==> src/rtl/ld_counter_seq_pkg.sv <==
// Shared definitions for the loadable counter sequencer: state encodings,
// MODE constants and the preload computation.
package ld_counter_seq_pkg;

  typedef enum logic [1:0] {
    IDLE = 2'd0,
    LOAD = 2'd1,
    RUN  = 2'd2
  } state_t;

  localparam logic MODE_ONESHOT = 1'b0;
  localparam logic MODE_RELOAD  = 1'b1;

  localparam int unsigned MAX_W = 64;

  // Two's complement of PERIOD; callers truncate to their own width, which
  // yields 2^WIDTH - PERIOD modulo 2^WIDTH.
  function automatic logic [MAX_W-1:0] preload(input logic [MAX_W-1:0] period);
    return (~period) + MAX_W'(1);
  endfunction

endpackage

==> src/rtl/ld_counter_slice.sv <==
// WIDTH-bit loadable up-counter built as a cascade of 4-bit slices with a
// ripple carry chain; load has priority over counting.
module ld_counter_slice #(
  parameter int WIDTH = 8
) (
  input  logic             clk,
  input  logic             rst_n,
  input  logic             load,
  input  logic [WIDTH-1:0] din,
  input  logic             ce,
  input  logic             ci,
  output logic [WIDTH-1:0] q,
  output logic             co
);

  localparam int unsigned NIB = WIDTH / 4;

  logic [NIB:0] carry;

  assign carry[0] = ci & ce;

  for (genvar i = 0; i < NIB; i++) begin : g_nib
    logic [3:0] cnt;

    assign carry[i+1]  = carry[i] & (cnt == 4'hF);
    assign q[4*i +: 4] = cnt;

    always_ff @(posedge clk or negedge rst_n) begin
      if (!rst_n) begin
        cnt <= '0;
      end else if (load) begin
        cnt <= din[4*i +: 4];
      end else if (carry[i]) begin
        cnt <= cnt + 4'd1;
      end
    end
  end

  assign co = carry[NIB];

endmodule

==> src/rtl/ld_counter_seq.sv <==
// Sequencer for the nibble-cascade counter: converts PERIOD to a preload,
// runs one-shot or auto-reload, flags terminal count and illegal starts.
// Optional TICK prescaler is built when CNT_SEQ_PRESCALE_EN is defined.
module ld_counter_seq
  import ld_counter_seq_pkg::*;
#(
  parameter int WIDTH = 8,
  parameter     GSR   = "ENABLED",
  parameter int PRESC = 4
) (
  input  logic             CK,
  input  logic             RSTN,
  input  logic             START,
  input  logic             STOP,
  input  logic             MODE,
  input  logic [WIDTH-1:0] PERIOD,
  input  logic             TICK,
  output logic [WIDTH-1:0] Q,
  output logic             CO,
  output logic             BUSY,
  output logic             DONE,
  output logic             ERR
);

  state_t           state;
  logic [WIDTH-1:0] period_q;
  logic [WIDTH-1:0] preload_val;
  logic             mode_q;
  logic             rst_n;
  logic             eff_tick;
  logic             load;
  logic [WIDTH-1:0] load_data;

  // The global set/reset net lives in the flop primitives; at RTL both GSR
  // settings reset from RSTN. Illegal parameter values leave rst_n undriven.
  if ((GSR == "ENABLED" || GSR == "DISABLED") && PRESC >= 1 && PRESC <= 256) begin : g_rst
    assign rst_n = RSTN;
  end

  assign preload_val = WIDTH'(preload(MAX_W'(period_q)));

`ifdef CNT_SEQ_PRESCALE_EN
  localparam int unsigned DIV_W = (PRESC > 1) ? $clog2(PRESC) : 1;
  localparam logic [DIV_W-1:0] DIV_LAST = DIV_W'(PRESC - 1);

  logic [DIV_W-1:0] div;

  always_ff @(posedge CK or negedge rst_n) begin
    if (!rst_n) begin
      div <= '0;
    end else if (state != RUN || STOP) begin
      div <= '0;
    end else if (TICK) begin
      div <= (div == DIV_LAST) ? '0 : div + DIV_W'(1);
    end
  end

  assign eff_tick = TICK & (div == DIV_LAST);
`else
  assign eff_tick = TICK;
`endif

  always_ff @(posedge CK or negedge rst_n) begin
    if (!rst_n) begin
      state    <= IDLE;
      period_q <= '0;
      mode_q   <= MODE_ONESHOT;
      DONE     <= 1'b0;
      ERR      <= 1'b0;
    end else begin
      DONE <= 1'b0;
      ERR  <= 1'b0;
      case (state)
        IDLE: begin
          if (START) begin
            if (PERIOD != '0) begin
              period_q <= PERIOD;
              mode_q   <= MODE;
              state    <= LOAD;
            end else begin
              ERR <= 1'b1;
            end
          end
        end
        LOAD: state <= STOP ? IDLE : RUN;
        RUN: begin
          if (STOP) begin
            state <= IDLE;
          end else if (CO) begin
            DONE <= 1'b1;
            if (mode_q != MODE_RELOAD) state <= IDLE;
          end
        end
        default: state <= IDLE;
      endcase
    end
  end

  // Every exit to IDLE clears Q through a load of zero; reload reuses L.
  always_comb begin
    load      = 1'b0;
    load_data = preload_val;
    case (state)
      LOAD: begin
        load      = 1'b1;
        load_data = STOP ? '0 : preload_val;
      end
      RUN: begin
        if (STOP) begin
          load      = 1'b1;
          load_data = '0;
        end else if (CO) begin
          load      = 1'b1;
          load_data = (mode_q == MODE_RELOAD) ? preload_val : '0;
        end
      end
      default: ;
    endcase
  end

  assign BUSY = (state == LOAD) || (state == RUN);

  ld_counter_slice #(.WIDTH(WIDTH)) u_slice (
    .clk   (CK),
    .rst_n (rst_n),
    .load  (load),
    .din   (load_data),
    .ce    (state == RUN),
    .ci    (eff_tick),
    .q     (Q),
    .co    (CO)
  );

endmodule

==> config.mk <==
export PLATFORM = sky130hd
export DESIGN_NAME = ld_counter_seq
export DESIGN_NICKNAME = d
export VERILOG_FILES = /design/src/rtl/ld_counter_seq_pkg.sv /design/src/rtl/ld_counter_slice.sv /design/src/rtl/ld_counter_seq.sv
export SDC_FILE = /design/constraint.sdc
export NUM_CORES = 1
export LEC_CHECK = 0
export CORE_ASPECT_RATIO = 1.1
export CORE_MARGIN = 2
export CORE_UTILIZATION = 40
export DETAILED_ROUTE_END_ITERATION = 10
export HOLD_SLACK_MARGIN = 0.12
export PLACE_DENSITY = 0.72
export SLEW_MARGIN = 20
export SYNTH_ARGS = -nofsm -noshare
export SYNTH_HDL_FRONTEND = slang
export SYNTH_HIERARCHICAL = 1
export SYNTH_SLANG_ARGS = --single-unit
==> constraint.sdc <==
create_clock -name CK -period 5.6 [get_ports CK]
set_clock_uncertainty 0.1 [all_clocks]
set_input_delay 1.12 -clock CK [delete_from_list [all_inputs] [get_ports CK]]
set_output_delay 1.12 -clock CK [all_outputs]
set_load 0.03 [all_outputs]
==> results of run 1 <==
## cells by family (layout without fill, tap and decap cells)
family / Yosys count / in the layout
and+or+nand+nor: 49 / 49
adders and majority gates: 6 / 6
xor gates and xnor gates: 8 / 8
buffers and inverters: 9 / 36
AOI/OAI and AO/OA: 19 / 19
DFF: 21 / 21
muxes: 11 / 11
## cell usage in the layout, fill, tap and decap left out, types with 2 or more instances in the layout
cell type        instances
xor2_1                   3
nand2_1                 11
ha_1                     6
or4_1                    2
nand3b_1                 2
or3_1                    2
o21a_1                   2
nor3_1                   3
inv_1                    7
dfrtp_1                 21
a31oi_1                  4
nor2_1                  13
mux2_4                   9
nand3_1                  4
xnor2_1                  5
clkdlybuf4s50_1         25
clkbuf_4                 3
nand2b_1                 2
o21ai_0                  6
mux2i_1                  2
## through the flow
stage / worst slack [ns] / util / cells
4_1_cts: 1.29 / 0.519 / 184
3_5_place_dp: 1.31 / 0.510 / 180
6_report: 1.32 / 0.519 / 184
3_3_place_gp: 1.34 / 0.510 / 180
2_1_floorplan: 2.29 / - / 123
5_1_grt: 1.24 / 0.519 / 184
## how the worst min path moves through the flow
| stage | endpoint | slack, ns | cells past startpoint |
|---|---|---|---|
| detailed placement | mode_q$_DFFE_PN0P_ | 0.41 | 1 |
| global route | mode_q$_DFFE_PN0P_ | 0.45 | 1 |
| CTS | mode_q$_DFFE_PN0P_ | 0.43 | 1 |
| global placement | mode_q$_DFFE_PN0P_ | 0.39 | 1 |
| floorplan | mode_q$_DFFE_PN0P_ | 0.37 | 1 |
| finish | mode_q$_DFFE_PN0P_ | 0.44 | 1 |
## power groups by stage
stage               logic [mW]  clock network, mW  registers, mW
global route             0.557             0.0848          0.308
global placement         0.490                  0          0.294
floorplan                0.323                  0          0.332
detailed placement       0.502                  0          0.300
CTS                      0.505             0.0787          0.297
finish                   0.501             0.0742          0.295
## final cells by class
cell class / instances / area [µm²] / share of cell area
sequential: 21 / 526 / 0.335
clock inverter: 1 / 5.00 / 0.00319
timing repair buffer: 25 / 250 / 0.160
tap: 34 / 42.5 / 0.0271
inverter: 7 / 26.3 / 0.0168
multi-input combinational: 93 / 696 / 0.444
clock buffer: 3 / 22.5 / 0.0144
## state kept, by name, summed over array words and instances (netlist names)
name and count:
period_q 8, DONE 1, u_slice/g_nib.cnt 8, ERR 1, state 2, mode_q 1
## per-layer routing
layer	GRT usage	part of all wire	wire [µm]
met1	0.195	0.43	1110
met3	0.0207	0.043	111
met5	0	0	0
met4	0.0698	0.015	38
met2	0.267	0.51	1310
==> results.json, run 1 <==
{
  "max-cap-violations": 0,
  "power.density_nw_per_um2": 555,
  "status": "finished, final reports clean",
  "gp_congestion": 0.839,
  "vias": 982,
  "synth.distinct_cells": 36,
  "leakagePower_nw": 0.681,
  "rsz0062_at_grt": "no",
  "synth_edf_count": 0,
  "worst_path_dominant_cell_family": "buffers and inverters",
  "p_int_mw": 0.485,
  "nNetsFinal": 171,
  "p_sw_mw": 0.385,
  "synthesis.area_um2": 1250,
  "hold_slack_ns": 0.437,
  "syn_area_per_cell_um2": 10.2,
  "cp-startpoint": "TICK",
  "synth_compound_area_frac": 0.101,
  "hp-start": "mode_q$_DFFE_PN0P_",
  "combPwrFrac": 0.576,
  "period_minus_slack_ns": 4.28,
  "setup_tns_ns": 0,
  "cts_max_level": 1,
  "synth_most_common_cell": "dfrtp_1",
  "drc": 0,
  "grt_max_degree": 22,
  "total_power_mw": 0.870,
  "hpwl_um": 2030,
  "min_period_over_period": 0.764,
  "start_util": 0.415,
  "die_area_um2": 3600,
  "synth_area_leaders": "dfrtp_1 (42%), mux2_4 (11%), ha_1 (6.0%), nor2_1 (3.9%), xnor2_1 (3.5%)",
  "arrival_ns": 3.06,
  "crit_buf_inv": 2,
  "ys_top_cells_by_count": "dfrtp_1 (21), nor2_1 (13), nand2_1 (11)",
  "synth_top_family_by_area": "simple AND/OR/NAND/NOR gates",
  "slew_headroom": 0.364,
  "core_area_um2": 3020,
  "initialDrtViolationCount": 14,
  "hp-class": "flip-flop to flip-flop",
  "cp-end-kind": "output pin",
  "antennaDiodeCount": 0,
  "reg2reg_slack_ns": 2.77,
  "post_dp_cell_area_um2": 1540,
  "dr.pass1.iters": 4,
  "grt_pass1_wl_um": 4450,
  "synth_mux_area_frac": 0.124,
  "viasPerCell": 5.34,
  "setup_viol": 0,
  "seq_area_frac_synth": 0.419,
  "die_y_um": 62.7,
  "crit_fanout": 8,
  "syn-instance-count": 123,
  "reg2reg_depth": 9,
  "grt_pass1_vias": 979,
  "cts_buffers": 3,
  "synthFlopType": "dfrtp_1",
  "fillers": 287,
  "clock.fmax_mhz": 234,
  "r2r-end": "u_slice/g_nib[1].cnt[3]$_DFFE_PN0P_",
  "cts_tree": "built",
  "crit_path_start_kind": "primary input",
  "grt_overflow": 0,
  "endpoint": "CO",
  "irDropWorstVdd_v": 0.000262,
  "hold_violations": 0,
  "drt_wl_total_um": 2560,
  "synth_xor_xnor_area_share": 0.0558,
  "clk_path_buf_depth": 2,
  "cts_resized": 0,
  "synth-async-reset-ratio": 1.00,
  "yosysTopAreaCell": "dfrtp_1",
  "ys_ff_latch": 21,
  "pwr-share-seq": 0.339,
  "hold_buffers": 0,
  "drive_gt1_frac": 0.120,
  "grt_usage": 0.157,
  "synthAdderAreaFrac": 0.0598,
  "portBuffers": 25,
  "yosys_warnings": 6,
  "crit_top_cell": "clkdlybuf4s50_1",
  "worst_ep_required_time_ns": 4.38,
  "antenna_found_initial": 0,
  "final_cell_area_um2": 1570,
  "slowest_stage": "clkdlybuf4s50_1",
  "path_clk_slew_ns": 0.12,
  "path_class": "primary input to output pin",
  "yosysTopAreaCellShare": 0.419,
  "die_x_um": 57.4,
  "final_max_slew_viol_count": 0,
  "max_stage_delay_ns": 0.76,
  "wire_per_inst_um": 13.9,
  "rows": 21,
  "post_cts.repair.setup_buffers": 0,
  "rr_startpoint": "state[0]$_DFFE_PN0P_",
  "swShare": 0.443,
  "yosys.area_share.simple": 0.214,
  "syn_nets": 143,
  "ios": 26,
  "worst_slew_pin_slew_ns": 0.951,
  "cts_sinks": 21,
  "antenna_left": 0,
  "root_buffer": "clkbuf_4",
  "insertion_delay_ns": 0.31,
  "crit_cells": 4,
  "synthToLayoutAreaGrowth_pct": 24.9,
  "clkPwrFrac": 0.085,
  "path_cells": "clkdlybuf4s50_1 > nand4_4 > nor3_1 > clkdlybuf4s50_1"
}
Power figures use the tool's default switching activity.
==> inputs of run 2 (changes only) <==
--- a/config.mk
+++ b/config.mk
@@ -10,7 +10,7 @@
 export CORE_UTILIZATION = 40
 export DETAILED_ROUTE_END_ITERATION = 10
 export HOLD_SLACK_MARGIN = 0.12
-export PLACE_DENSITY = 0.72
+export PLACE_DENSITY = 0.74
 export SLEW_MARGIN = 20
 export SYNTH_ARGS = -nofsm -noshare
 export SYNTH_HDL_FRONTEND = slang
==> constraint.sdc (replaced) <==
create_clock -name CK -period 3.7 [get_ports CK]
set_clock_uncertainty 0.1 [all_clocks]
set_input_delay 0.74 -clock CK [delete_from_list [all_inputs] [get_ports CK]]
set_output_delay 0.74 -clock CK [all_outputs]
set_load 0.03 [all_outputs]
==> results.json, run 2 (synthesis results as in run 1) <==
{
  "fin_util": 0.521,
  "cts_max_level": 1,
  "cts_sinks": 21,
  "final_max_slew_viol_count": 0,
  "synthToLayoutAreaGrowth_pct": 25.4,
  "initialDrtViolationCount": 29,
  "hp-class": "flip-flop to flip-flop",
  "hold_buffers": 0,
  "cp-end-kind": "output pin",
  "max_stage_delay_ns": 0.76,
  "grt_usage": 0.145,
  "antenna_left": 0,
  "leakagePower_nw": 0.684,
  "wire_per_inst_um": 13.0,
  "min_period_over_period": 0.955,
  "portBuffers": 25,
  "placedCellCount": 181,
  "slowest_stage": "clkdlybuf4s50_1",
  "vias": 965,
  "irDropWorstVdd_v": 0.000415,
  "hold_violations": 0,
  "drc": 0,
  "grt_pass1_vias": 993,
  "cts_buffers": 3,
  "crit_top_cell": "clkdlybuf4s50_1",
  "grt_max_degree": 22,
  "combPwrFrac": 0.580,
  "crit_path_start_kind": "primary input",
  "antennaDiodeCount": 0,
  "die_x_um": 57.4,
  "path_cells": "clkdlybuf4s50_1 > nand4_4 > nor3_1 > clkdlybuf4s50_1",
  "grt_pass1_wl_um": 4200,
  "ios": 26,
  "rsz0062_at_grt": "no",
  "cts_tree": "built",
  "final_cells": 185,
  "arrival_ns": 2.69,
  "power.density_nw_per_um2": 837,
  "post_dp_cell_area_um2": 1550,
  "swShare": 0.434,
  "dr.pass1.iters": 4,
  "status": "finished, final reports clean",
  "mostFrequentLayoutCell": "clkdlybuf4s50_1",
  "post_cts.repair.setup_buffers": 0,
  "core_area_um2": 3020,
  "p_sw_mw": 0.572,
  "die_area_um2": 3600,
  "crit_buf_inv": 2,
  "period_minus_slack_ns": 3.53,
  "die_y_um": 62.7,
  "cts_resized": 0,
  "viasPerCell": 5.22,
  "worst_slew_pin_slew_ns": 0.928,
  "setup_tns_ns": 0,
  "path_class": "primary input to output pin",
  "antenna_found_initial": 0,
  "p_int_mw": 0.745,
  "root_buffer": "clkbuf_4",
  "reg_top3": "period_q x8, u_slice/g_nib.cnt x8, state x2",
  "drt_wl_total_um": 2410,
  "pwr-share-seq": 0.338,
  "grt_overflow": 0,
  "crit_fanout": 8,
  "clkPwrFrac": 0.082,
  "insertion_delay_ns": 0.30,
  "hpwl_um": 1890,
  "final_cell_area_um2": 1570,
  "nNetsFinal": 172,
  "clk_path_buf_depth": 2,
  "max-cap-violations": 0,
  "mostFrequentLayoutCells": "clkdlybuf4s50_1 (25), dfrtp_1 (21), nor2_1 (13)",
  "clock.fmax_mhz": 283,
  "worst_path_dominant_cell_family": "buffers and inverters",
  "slew_headroom": 0.379,
  "start_util": 0.415,
  "drive_gt1_frac": 0.119,
  "rows": 21,
  "path_clk_slew_ns": 0.11,
  "fillers": 286,
  "worst_ep_required_time_ns": 2.86,
  "setup_viol": 0,
  "gp_congestion": 0.747
}
==> run 2: layout make-up <==
cell class / count / area, µm² / share of cell area
Multi-Input combinational cell: 93 / 696 / 0.442
Inverter: 7 / 26.3 / 0.0167
Tap cell: 34 / 42.5 / 0.0270
Timing Repair Buffer: 26 / 258 / 0.164
Sequential cell: 21 / 526 / 0.334
Clock buffer: 4 / 26.3 / 0.0167
==> run 2: worst paths after layout <==
path,start,slack [ns],endpoint,depth (start not counted)
hold / removal,mode_q$_DFFE_PN0P_,0.43,mode_q$_DFFE_PN0P_,1
setup reg to reg,state[0]$_DFFE_PN0P_,1.06,u_slice/g_nib[1].cnt[3]$_DFFE_PN0P_,9
min in group asynchronous,RSTN,0.85,u_slice/g_nib[0].cnt[2]$_DFFE_PN0P_,1
hold reg to reg,mode_q$_DFFE_PN0P_,0.43,mode_q$_DFFE_PN0P_,1
max in group asynchronous,RSTN,2.09,u_slice/g_nib[0].cnt[0]$_DFFE_PN0P_,1
setup / recovery,TICK,0.17,CO,4
==> run 2: layer usage <==
metal / vias to the layer above / share of wire / global-route usage
li1: 487 / - / -
met1: 458 / 0.46 / 0.186
met2: 18 / 0.50 / 0.240
met3: 2 / 0.039 / 0.0269
met4: 0 / 0.0087 / 0.0523
met5: - / 0 / 0
==> run 2: worst register-to-register path, cell delays in order (launching register included) <==
cell      delay (ns)
dfrtp_1         0.43
inv_1           0.09
ha_1            0.33
nand4_4         0.20
nor3_1          0.43
nand2b_1        0.10
nand3b_1        0.17
and3_1          0.32
nor2_1          0.08
a211o_1         0.29
==> run 2: through the flow <==
step	hold WS, ns	setup WS (ns)	total power, mW
final	0.430	0.166	1.32
after global routing	0.474	0.0179	1.43
after CTS	0.435	0.151	1.33
after detailed placement	0.408	0.142	1.22
after global placement	0.394	0.221	1.19
after floorplan	0.344	0.707	0.991
==> run 2: power by group through the flow <==
stage	combinational, mW	sequential [mW]	clock (mW)
after detailed placement	0.765	0.451	0
final	0.764	0.446	0.107
after floorplan	0.489	0.502	0
after global placement	0.748	0.443	0
after global routing	0.833	0.466	0.127
after CTS	0.771	0.446	0.114
==> inputs of run 3 (changes only) <==
--- a/config.mk
+++ b/config.mk
@@ -7,10 +7,10 @@
 export LEC_CHECK = 0
 export CORE_ASPECT_RATIO = 1.1
 export CORE_MARGIN = 2
-export CORE_UTILIZATION = 40
+export CORE_UTILIZATION = 30
 export DETAILED_ROUTE_END_ITERATION = 10
 export HOLD_SLACK_MARGIN = 0.12
-export PLACE_DENSITY = 0.74
+export PLACE_DENSITY = 0.6
 export SLEW_MARGIN = 20
 export SYNTH_ARGS = -nofsm -noshare
 export SYNTH_HDL_FRONTEND = slang
==> results.json, run 3 (synthesis results as in run 1) <==
{
  "nNetsFinal": 172,
  "grt_pass1_vias": 1040,
  "cts_resized": 0,
  "use_met2": 0.205,
  "grt_usage": 0.125,
  "fillers": 390,
  "crit_top_cell": "clkdlybuf4s50_1",
  "portBuffers": 25,
  "start_util": 0.314,
  "synthToLayoutAreaGrowth_pct": 28.7,
  "path_class": "primary input to output pin",
  "min_period_over_period": 0.951,
  "power.density_nw_per_um2": 846,
  "antenna_found_initial": 0,
  "antenna_left": 0,
  "ios": 26,
  "irDropWorstVdd_v": 0.000281,
  "gr-usage-met3": 0.0235,
  "gp_congestion": 0.760,
  "wire_per_inst_um": 12.8,
  "max_stage_delay_ns": 0.75,
  "leakagePower_nw": 0.692,
  "hp-class": "flip-flop to flip-flop",
  "gr-usage-met1": 0.163,
  "core_area_um2": 3990,
  "clock.fmax_mhz": 284,
  "root_buffer": "clkbuf_8",
  "slew_headroom": 0.370,
  "setup_tns_ns": 0,
  "mostFrequentLayoutCells": "clkdlybuf4s50_1 (25), dfrtp_1 (21), nor2_1 (13)",
  "drt_wl_total_um": 2600,
  "cp-end-kind": "output pin",
  "crit_path_start_kind": "primary input",
  "vias": 987,
  "grt_max_degree": 22,
  "mostFrequentLayoutCell": "clkdlybuf4s50_1",
  "die_area_um2": 4720,
  "worst_slew_pin_slew_ns": 0.942,
  "hold_slack_ns": 0.411,
  "p_sw_mw": 0.587,
  "cts_max_level": 1,
  "p_int_mw": 0.779,
  "die_x_um": 65.7,
  "rows": 24,
  "period_minus_slack_ns": 3.52,
  "arrival_ns": 2.68,
  "hpwl_um": 2050,
  "slowest_stage": "clkdlybuf4s50_1",
  "status": "finished, final reports clean",
  "initialDrtViolationCount": 34,
  "post_cts.repair.setup_buffers": 0,
  "setup_viol": 0,
  "cts_tree": "built",
  "max-cap-violations": 0,
  "path_cells": "clkdlybuf4s50_1 > nand4_4 > nor3_1 > clkdlybuf4s50_1",
  "gr-max-usage-layer": "met2",
  "clk_path_buf_depth": 2,
  "dr.pass1.iters": 4,
  "swShare": 0.430,
  "combPwrFrac": 0.561,
  "grt_pass1_wl_um": 4630,
  "cts_buffers": 3,
  "antennaDiodeCount": 0,
  "hold_buffers": 0,
  "hold_violations": 0,
  "total_power_mw": 1.37,
  "drc": 0,
  "final_max_slew_viol_count": 0,
  "drive_gt1_frac": 0.119,
  "insertion_delay_ns": 0.27,
  "cts_sinks": 21,
  "viasPerCell": 4.86,
  "pwr-share-seq": 0.328,
  "rsz0062_at_grt": "no",
  "grt_overflow": 0,
  "worst_ep_required_time_ns": 2.86,
  "crit_fanout": 8,
  "clkPwrFrac": 0.112,
  "reg_top3": "period_q x8, u_slice/g_nib.cnt x8, state x2",
  "path_clk_slew_ns": 0.08,
  "die_y_um": 71.8
}
## run 3: final timing paths
path / from / to / slack, ns / depth (start not counted)
max: TICK / CO / 0.18 / 4
min: mode_q$_DFFE_PN0P_ / mode_q$_DFFE_PN0P_ / 0.41 / 1
max reg2reg: state[0]$_DFFE_PN0P_ / u_slice/g_nib[1].cnt[3]$_DFFE_PN0P_ / 1.09 / 9
min reg2reg: mode_q$_DFFE_PN0P_ / mode_q$_DFFE_PN0P_ / 0.41 / 1
max in group asynchronous: RSTN / u_slice/g_nib[1].cnt[0]$_DFFE_PN0P_ / 2.03 / 1
min in group asynchronous: RSTN / ERR$_DFF_PN0_ / 0.89 / 1
## run 3: metal layers
metal / part of all wire / wire [µm]
met5: 0 / 0
met4: 0.018 / 47
met3: 0.041 / 106
met2: 0.48 / 1250
met1: 0.46 / 1200
## run 3: power by group through the flow
| stage | Sequential (mW) | Clock, mW | Combinational [mW] |
|---|---|---|---|
| floorplan | 0.502 | 0 | 0.489 |
| global placement | 0.446 | 0 | 0.759 |
| detailed placement | 0.453 | 0 | 0.770 |
| CTS | 0.449 | 0.160 | 0.774 |
| global route | 0.468 | 0.173 | 0.850 |
| finish | 0.448 | 0.152 | 0.766 |
## run 3: area by class of cell
type / instances / area, µm² / share of cell area
clock buffer: 4 / 45.0 / 0.0279
inverter: 7 / 26.3 / 0.0163
multi-input combinational: 93 / 696 / 0.431
sequential: 21 / 526 / 0.325
tap: 52 / 65.1 / 0.0403
timing repair buffer: 26 / 258 / 0.160
## run 3: worst max-delay path: cells and delay by family
| family | cells | cell delay, ns |
|---|---|---|
| buffers and inverters | 2 | 1.33 |
| and+or+nand+nor | 2 | 0.59 |
## run 3: per-stage QoR
stage | std cells | util | setup WS [ns] | instance area (µm²)
3_5_place_dp | 199 | 0.393 | 0.167 | 1570
3_3_place_gp | 199 | 0.393 | 0.205 | 1570
2_1_floorplan | 123 | - | 0.707 | 1250
5_1_grt | 203 | 0.404 | 0.0500 | 1620
4_1_cts | 203 | 0.404 | 0.161 | 1620
6_report | 203 | 0.404 | 0.183 | 1620
